File: config.mk
export PLATFORM = sky130hd
export DESIGN_NAME = fp16_divider_seq
export DESIGN_NICKNAME = d
export VERILOG_FILES = /design/src/rtl/fp16_pkg.sv /design/src/rtl/fp16_unpack.sv /design/src/rtl/fp16_divider_seq.sv
export SDC_FILE = /design/constraint.sdc
export NUM_CORES = 1
export LEC_CHECK = 0
export ABC_CLOCK_PERIOD_IN_PS = 4700
export CORE_AREA = 3 3 124 126
export DETAILED_ROUTE_END_ITERATION = 8
export DIE_AREA = 0 0 127 129
export SLEW_MARGIN = 20
export SYNTH_ARGS = -nofsm -noshare
export SYNTH_HDL_FRONTEND = slang
export SYNTH_SLANG_ARGS = --single-unit
File: constraint.sdc
create_clock -name clk -period 4.7 [get_ports clk]
set_input_delay 0.47 -clock clk [delete_from_list [all_inputs] [get_ports clk]]
set_output_delay 0.47 -clock clk [all_outputs]
set_load 0.05 [all_outputs]
File: src/rtl/fp16_pkg.sv
// Shared FP16 constants, FSM state and operand class types
// for the sequential half-precision divider.
package fp16_pkg;

  localparam int EXP_BIAS = 15;
  localparam int EXP_W    = 5;
  localparam int FRAC_W   = 10;

  localparam logic [15:0] QNAN    = 16'h7E00;
  localparam logic [15:0] POS_INF = 16'h7C00;

  typedef enum logic [2:0] {
    IDLE,
    PREP,
    DIV,
    PACK,
    DONE
  } state_t;

  typedef enum logic [1:0] {
    ZERO,
    NORM,
    INF,
    NAN
  } fp_class_t;

endpackage

File: src/rtl/fp16_unpack.sv
// FP16 operand classifier: flushes subnormals to zero and
// inserts the hidden bit into the 11-bit significand.
module fp16_unpack
  import fp16_pkg::*;
(
  input  logic [15:0]       x,
  output fp_class_t         cls,
  output logic              sign,
  output logic [EXP_W-1:0]  expn,
  output logic [FRAC_W:0]   man
);

  always_comb begin
    sign = x[15];
    expn = x[14:10];
    man  = {1'b1, x[9:0]};
    cls  = NORM;
    unique case (1'b1)
      (x[14:10] == 5'd0): begin
        cls = ZERO;
        man = '0;
      end
      (x[14:10] == 5'h1F && x[9:0] == 10'd0):
        cls = INF;
      (x[14:10] == 5'h1F && x[9:0] != 10'd0):
        cls = NAN;
      default:
        cls = NORM;
    endcase
  end

endmodule

File: src/rtl/fp16_divider_seq.sv
// Radix-2 restoring FP16 divider, one quotient bit per cycle.
// ROUND_NEAREST_EN selects round-to-nearest-even; else truncate.
module fp16_divider_seq
  import fp16_pkg::*;
#(
  parameter int GUARD_BITS = 2
) (
  input  logic        clk,
  input  logic        rst,
  input  logic        in_valid,
  output logic        in_ready,
  input  logic [15:0] a,
  input  logic [15:0] b,
  output logic        out_valid,
  input  logic        out_ready,
  output logic [15:0] result
);

  localparam int N     = FRAC_W + 1 + GUARD_BITS;
  localparam int CNT_W = $clog2(N + 1);
  localparam logic [CNT_W-1:0] LAST = CNT_W'(N - 1);

  state_t state, state_nx;

  logic [15:0]        a_r, b_r;
  logic               sign_r;
  logic signed [6:0]  exp_r;
  logic [FRAC_W:0]    mb_r;
  logic [FRAC_W+1:0]  rem_r;
  logic [N-1:0]       q_r;
  logic [CNT_W-1:0]   cnt;
  logic               spec_r;
  logic [15:0]        spec_res_r;

  fp_class_t          ca, cb;
  logic               sa, sb;
  logic [EXP_W-1:0]   ea, eb;
  logic [FRAC_W:0]    ma, mb;

  fp16_unpack u_a (.x(a_r), .cls(ca), .sign(sa), .expn(ea), .man(ma));
  fp16_unpack u_b (.x(b_r), .cls(cb), .sign(sb), .expn(eb), .man(mb));

  logic              s;
  logic              spec;
  logic [15:0]       spec_res;
  logic signed [6:0] exp_pre;
  logic              lt;

  assign s       = sa ^ sb;
  assign exp_pre = {2'b00, ea} - {2'b00, eb} + 7'(EXP_BIAS);
  assign lt      = ma < mb;

  always_comb begin
    spec     = 1'b1;
    spec_res = QNAN;
    if (ca == NAN || cb == NAN)
      spec_res = QNAN;
    else if ((ca == ZERO && cb == ZERO) || (ca == INF && cb == INF))
      spec_res = QNAN;
    else if (ca == INF || cb == ZERO)
      spec_res = {s, POS_INF[14:0]};
    else if (ca == ZERO || cb == INF)
      spec_res = {s, 15'h0000};
    else
      spec = 1'b0;
  end

  // Quotient MSB is always 1; fraction sits just below it.
  logic [FRAC_W-1:0] frac_t;
  logic              rnd;
  logic              unused;

  assign frac_t = q_r[N-2 -: FRAC_W];

`ifdef ROUND_NEAREST_EN
  localparam logic [N-1:0] LOW_MASK = {N{1'b1}} >> (N - GUARD_BITS + 1);
  logic g, lower, sticky;
  assign g      = q_r[GUARD_BITS-1];
  assign lower  = |(q_r & LOW_MASK);
  assign sticky = |rem_r;
  assign rnd    = g & (lower | sticky | frac_t[0]);
  assign unused = q_r[N-1];
`else
  assign rnd    = 1'b0;
  assign unused = ^{q_r[N-1], q_r[GUARD_BITS-1:0]};
`endif

  logic [FRAC_W:0]   fsum;
  logic signed [6:0] exp_f;
  logic [15:0]       pack_res;

  assign fsum  = {1'b0, frac_t} + {{FRAC_W{1'b0}}, rnd};
  assign exp_f = exp_r + {6'b0, fsum[FRAC_W]};

  always_comb begin
    if (spec_r)
      pack_res = spec_res_r;
    else if (exp_f <= 7'sd0)
      pack_res = {sign_r, 15'h0000};
    else if (exp_f >= 7'sd31)
      pack_res = {sign_r, POS_INF[14:0]};
    else
      pack_res = {sign_r, exp_f[4:0], fsum[FRAC_W-1:0]};
  end

  always_ff @(posedge clk or posedge rst) begin
    if (rst) state <= IDLE;
    else     state <= state_nx;
  end

  always_comb begin
    state_nx = state;
    unique case (state)
      IDLE: if (in_valid) state_nx = PREP;
      PREP: state_nx = spec ? PACK : DIV;
      DIV:  if (cnt == LAST) state_nx = PACK;
      PACK: state_nx = DONE;
      DONE: if (out_ready) state_nx = IDLE;
      default: state_nx = IDLE;
    endcase
  end

  assign in_ready  = (state == IDLE);
  assign out_valid = (state == DONE);

  always_ff @(posedge clk or posedge rst) begin
    if (rst) begin
      a_r        <= '0;
      b_r        <= '0;
      sign_r     <= 1'b0;
      exp_r      <= '0;
      mb_r       <= '0;
      rem_r      <= '0;
      q_r        <= '0;
      cnt        <= '0;
      spec_r     <= 1'b0;
      spec_res_r <= '0;
      result     <= '0;
    end else begin
      case (state)
        IDLE: if (in_valid) begin
          a_r <= a;
          b_r <= b;
        end
        PREP: begin
          sign_r     <= s;
          spec_r     <= spec;
          spec_res_r <= spec_res;
          mb_r       <= mb;
          q_r        <= '0;
          cnt        <= '0;
          rem_r      <= lt ? {ma, 1'b0} : {1'b0, ma};
          exp_r      <= lt ? exp_pre - 7'sd1 : exp_pre;
        end
        DIV: begin
          cnt <= cnt + 1'b1;
          if (rem_r >= {1'b0, mb_r}) begin
            q_r   <= {q_r[N-2:0], 1'b1};
            rem_r <= (rem_r - {1'b0, mb_r}) << 1;
          end else begin
            q_r   <= {q_r[N-2:0], 1'b0};
            rem_r <= rem_r << 1;
          end
        end
        PACK: result <= pack_res;
        default: ;
      endcase
    end
  end

endmodule
* After elaboration in Yosys (flattened, before gate mapping)
Cells that the tools add are included.
Cells by class: multiplexer cells 27, bitwise gates (word level) 1, reduce and logical (&&, ||, !) cells 22, equality and inequality tests 14, $lt $le $gt $ge 4, add/subtract/negate cells 5
Operators by type and width (count):
- $mux W16 | 5
- $pmux W12 S2 | 2
- $mux W15 | 2
- $mux W12 | 2
- $mux W11 | 2
- $logic_not A10 Y1 | 2
- $reduce_bool A10 Y1 | 2
- $pmux W3 S5 | 1
- $ge A12 B11 Y1 | 1
- $pmux W2 S3 | 2
- $lt A11 B11 Y1 | 1
- $sub A11 B11 Y11 | 1
- $eq A5 B5 Y1 const B | 2
- $logic_not A5 Y1 | 2
- $mux W3 | 3
- $eq A2 B2 Y1 const B | 4
- $pmux W4 S2 | 1
- $add A6 B5 Y7 const B | 1
- $ge A7 B6 Y1 const B | 1
- $le A7 B1 Y1 const B | 1
- $mux W7 | 1
- $sub A7 B2 Y7 const B | 1
- $eq A3 B2 Y1 const B | 2
- $logic_and A1 B1 Y1 | 6
- 15 further kinds | 25
Word-level totals: input port bits 36, output and inout port bits 18, logic and storage cells 85, bits in registers 115

* Logic depth before layout (Yosys ltp)
depth after elaboration 11, gate-level depth with buffers 15, mapped depth without buffers 13

* Cells and area by module
From an unflattened synthesis, not the netlist that was laid out.
Unflattened totals: cell total of the unflattened synthesis 574, area, all modules 5865.6 um2
By module, submodules not included:
- fp16_divider_seq | seq. area each 2552.4 um2, times used 1, area each 5440.2 um2, cells each 520
- fp16_unpack | seq. area each 0.0 um2, times used 2, area each 212.7 um2, cells each 27

* Worst setup path before layout
No wires, ideal clock.
path kind reg2reg, start point register a_r[11], end point register exp_r[6], data required time 4.618 ns, arrival 3.406 ns, path buffers 1, cell stages (with the launch flop) 15, setup time 0.082 ns, period minus slack after synthesis 3.488 ns, setup slack 1.212 ns, cell sequence dfrtp_1 or4_4 nor2_1 inv_1 clkbuf_1 nand2_1 inv_1 ha_1 and3_1 a221oi_1 o21ai_0 nor3_4 nand4_1 or3_1 a31oi_1
On the way: word-level cells in the longest chain between the ends 4, elaborated cells between the ends (all ways) 7, classes of those cells add/sub: 3; order compare: 1; mux: 2; reduce/logical: 1
Ends and longest elaborated chain:
- from (decl) | line fp16_divider_seq.sv:25 | logic [15:0] a_r, b_r;
- from (signal assigned) | line fp16_divider_seq.sv:128 | a_r <= '0;
- from (signal assigned) | line fp16_divider_seq.sv:142 | a_r <= a;
- $sub A5 B5 Y6 or $logic_not A5 Y1 (tied branches) | line fp16_divider_seq.sv:50, fp16_unpack.sv:19
- $add A6 B5 Y7 or $mux W11 (tied branches) | line fp16_divider_seq.sv:50, fp16_unpack.sv:18
- $sub A7 B2 Y7 or $lt A11 B11 Y1 (tied branches) | line fp16_divider_seq.sv:153, fp16_divider_seq.sv:51
- $mux W7 * | line fp16_divider_seq.sv:153 | exp_r <= lt ? exp_pre - 7'sd1 : exp_pre;
- to (signal assigned) | line fp16_divider_seq.sv:153
- to (decl) | line fp16_divider_seq.sv:27 | logic signed [6:0] exp_r;
Every way passes the cells marked *; elsewhere a longest branch is shown, timed or not. A chain may end at the register's enable or synchronous reset.

* Worst setup path in the final report
Ends and elaborated chain as after synthesis.

==> impl_results.md <==
* DR vias at 4,343
* IO Count at 54
* Tcrit/Tclk final at 0.848
* Final Non-Filler Cells at 807
* Final min period at 3.98 ns
* First-pass DRT Iterations at 4
* Synthesized area per cell at 9.70 um^2
* Reg clk slew, reported paths at 0.07 ns
* Post-synth top area cell: dfrtp_1
* Port Buf Inserts at 53
* Post-layout util at 0.458
* Worst Skew at 0.00965 ns
* Fraction of layout cells with a size suffix above 1 at 0.0995
* Vias in the first global route at 4,268
* Area post-placement at 0.00628 mm^2
* Synth cell types at 55
* CTS root buf: clkbuf_16
* DP Cell Count at 790
* HP Class: flip-flop to flip-flop
* Final Cell Area at 0.00661 mm^2
* Prevailing post-synth register cell: dfrtp_1
* Synth Net Count at 643
* TritonCTS buffer count at 9
* Core area at 0.0144 mm^2
* Critical Path Start Type: flip-flop
* # fillers at 1,374
* Crit. End Element: flip-flop
* First-pass GRT wire length at 21.4 mm
* # DRC at 0
* Max-cap violations at 0
* Final antenna-violating net count at 0
* Post-synth top area share at 0.458
* Final Slew Violations at 0
* CTS tree: built
* Multi-input logic area at 0.00279 mm^2
* CP max stage cell: or4_4
* Worst Tran Pin Value at 0.894 ns
* Cells along the critical path: or4_4 -> nor2_1 -> inv_1 -> nand2_1 -> inv_1 -> ha_1 -> and3_1 -> a221oi_1 -> o21ai_0 -> nor3_4 -> buf_4 -> nand4_1 -> or3_1 -> a31oi_1
* Vias per cell at 5.38
* Die ar. at 0.0164 mm^2
* Final net count at 686
* Commonest cells after routing, fill and taps aside: dfrtp_1, nand2_1, clkdlybuf4s50_1
* Row cnt at 44
* Initial core utilization at 0.387
* WP data required at 4.97 ns
* Synth async-reset ratio at 1.00
* Post-synth EDFFs at 0
* Ant. Diodes at 0
* Kind of critical path: flip-flop to flip-flop
* Commonest non-fill, non-tap cell in the layout: dfrtp_1
* Crit path top cell by count: inv_1
* Worst path arrival time at 4.25 ns
* Total setup buffers inserted after CTS at 0
* Die Y at 129 um
* Die width at 127 um
* Sequential-to-total area share from yosys stat at 0.458
* RSZ-0062 raised after global routing: false
* DRT iter0 DRCs at 210
* Yosys warning count at 0
* Seq cells post-synth at 102
* CTS resizes at 0
* Area growth syn-to-layout at 18.5%
* Clk_lat worst skew at 0.35 ns
* Delay-heaviest family, CP: simple AND/OR/NAND/NOR gates
* Drt wl/cell at 16.0 um
* Maximum fanout along the worst path at 25
* Fmax at 251 MHz
* Post-Syn Area at 0.00558 mm^2
* Maximum root-to-sink buffer count at 2
* CTS Hold Bufs at 0
* Gpl congestion at 0.817
* Register area at 0.00255 mm^2
* Outcome: finished, final reports clean
* Final wirelength at 12.9 mm
* DP HPWL at 9.56 mm
* Tot GR Track Use at 0.163
* Initial antenna violation count at 0
* Max incr delay on CP at 0.55 ns
* Slew headroom at 0.402
* Area contributors post-synth: dfrtp_1, ha_1, mux2_2, nand2_1, o21ai_0
* Setup TNS at 0 ns
* Syn Inst Count at 575
* H-Tree Depth at 3
* Setup-failing EPs final at 0
* Largest net degree at the start of global routing at 70
* Congestion Overflow GR at 0
* Clk sink count at 102
* Final hold vios at 0
* CP Buf/Inv Count at 3
## kinds of logic (layout without fill, tap and decap cells)
family,count (synthesis),after routing,share of synthesized area
simple gates,175,175,0.152
buf+inv,63,111,0.0429
compound gates,148,148,0.172
flops,102,102,0.458
xor+xnor,19,19,0.0298
fa+ha+maj,32,32,0.0745
mux,36,36,0.0707
## routing by layer
layer / routed length [um] / global-route usage / up-vias / part of all wire
li1: - / - / 2139 / -
met1: 6210 / 0.230 / 2089 / 0.48
met2: 5910 / 0.246 / 98 / 0.46
met3: 567 / 0.0444 / 17 / 0.044
met4: 194 / 0.0505 / 0 / 0.015
met5: 0 / 0 / - / 0
## final timing paths
| kind | depth (start not counted) | startpoint | slack, ns | end |
|---|---|---|---|---|
| worst min register to register | 2 | mb_r[9] | 0.48 | mb_r[9] |
| worst min-delay path | 2 | mb_r[9] | 0.48 | mb_r[9] |
| worst max-delay path | 14 | a_r[11] | 0.72 | exp_r[6] |
| worst max register to register | 14 | a_r[11] | 0.72 | exp_r[6] |
| max in group asynchronous | 3 | rst | 3.10 | cnt[0] |
| min in group asynchronous | 2 | rst | 0.65 | q_r[10] |
## cells in the mapped netlist (all sizes together), types with 3 or more instances
cell type	n
nor3	9
xnor2	7
nand3	12
ha	30
nand2	71
nand2b	3
o21a	7
o21ai	50
a31oi	5
a211oi	3
a22o	20
mux2	27
dfrtp	102
o22ai	5
nand4	6
o211ai	3
nor3b	4
nor4	8
and3	8
a21o	6
xor2	12
nor2b	4
buf	4
inv	36
clkbuf	23
nor2	37
a21oi	30
o221a	4
mux2i	9
## per-stage QoR
| stage | hold WS, ns | worst slack, ns |
|---|---|---|
| 6_report | 0.480 | 0.715 |
| 3_3_place_gp | 0.466 | 0.917 |
| 4_1_cts | 0.486 | 0.696 |
| 5_1_grt | 0.505 | 0.434 |
| 3_5_place_dp | 0.471 | 0.722 |
| 2_1_floorplan | 0.445 | 1.21 |
## flip-flops by register name, summed over array words and instances, names as in the netlist, 3 cells and up
signal	flops
spec_res_r	3
mb_r	11
cnt	4
exp_r	7
result	16
q_r	12
a_r	16
rem_r	12
b_r	16
state	3
## final cells by class
class,instances,share of cell area
clock inverters,4,0.00795
clock buffers,12,0.0403
inverters,36,0.0208
well taps,184,0.0348
repair buffers,59,0.0877
flip-flops and latches,102,0.386
multi-input cells,410,0.422
## tightest hold or removal path, stage by stage (launching register included)
cell	delay, ns
dfrtp_1	0.34
nand2_1	0.05
o21ai_0	0.06
Power is not shown: default switching activity piles up to over one toggle a cycle in this logic, so the estimate is an artifact.
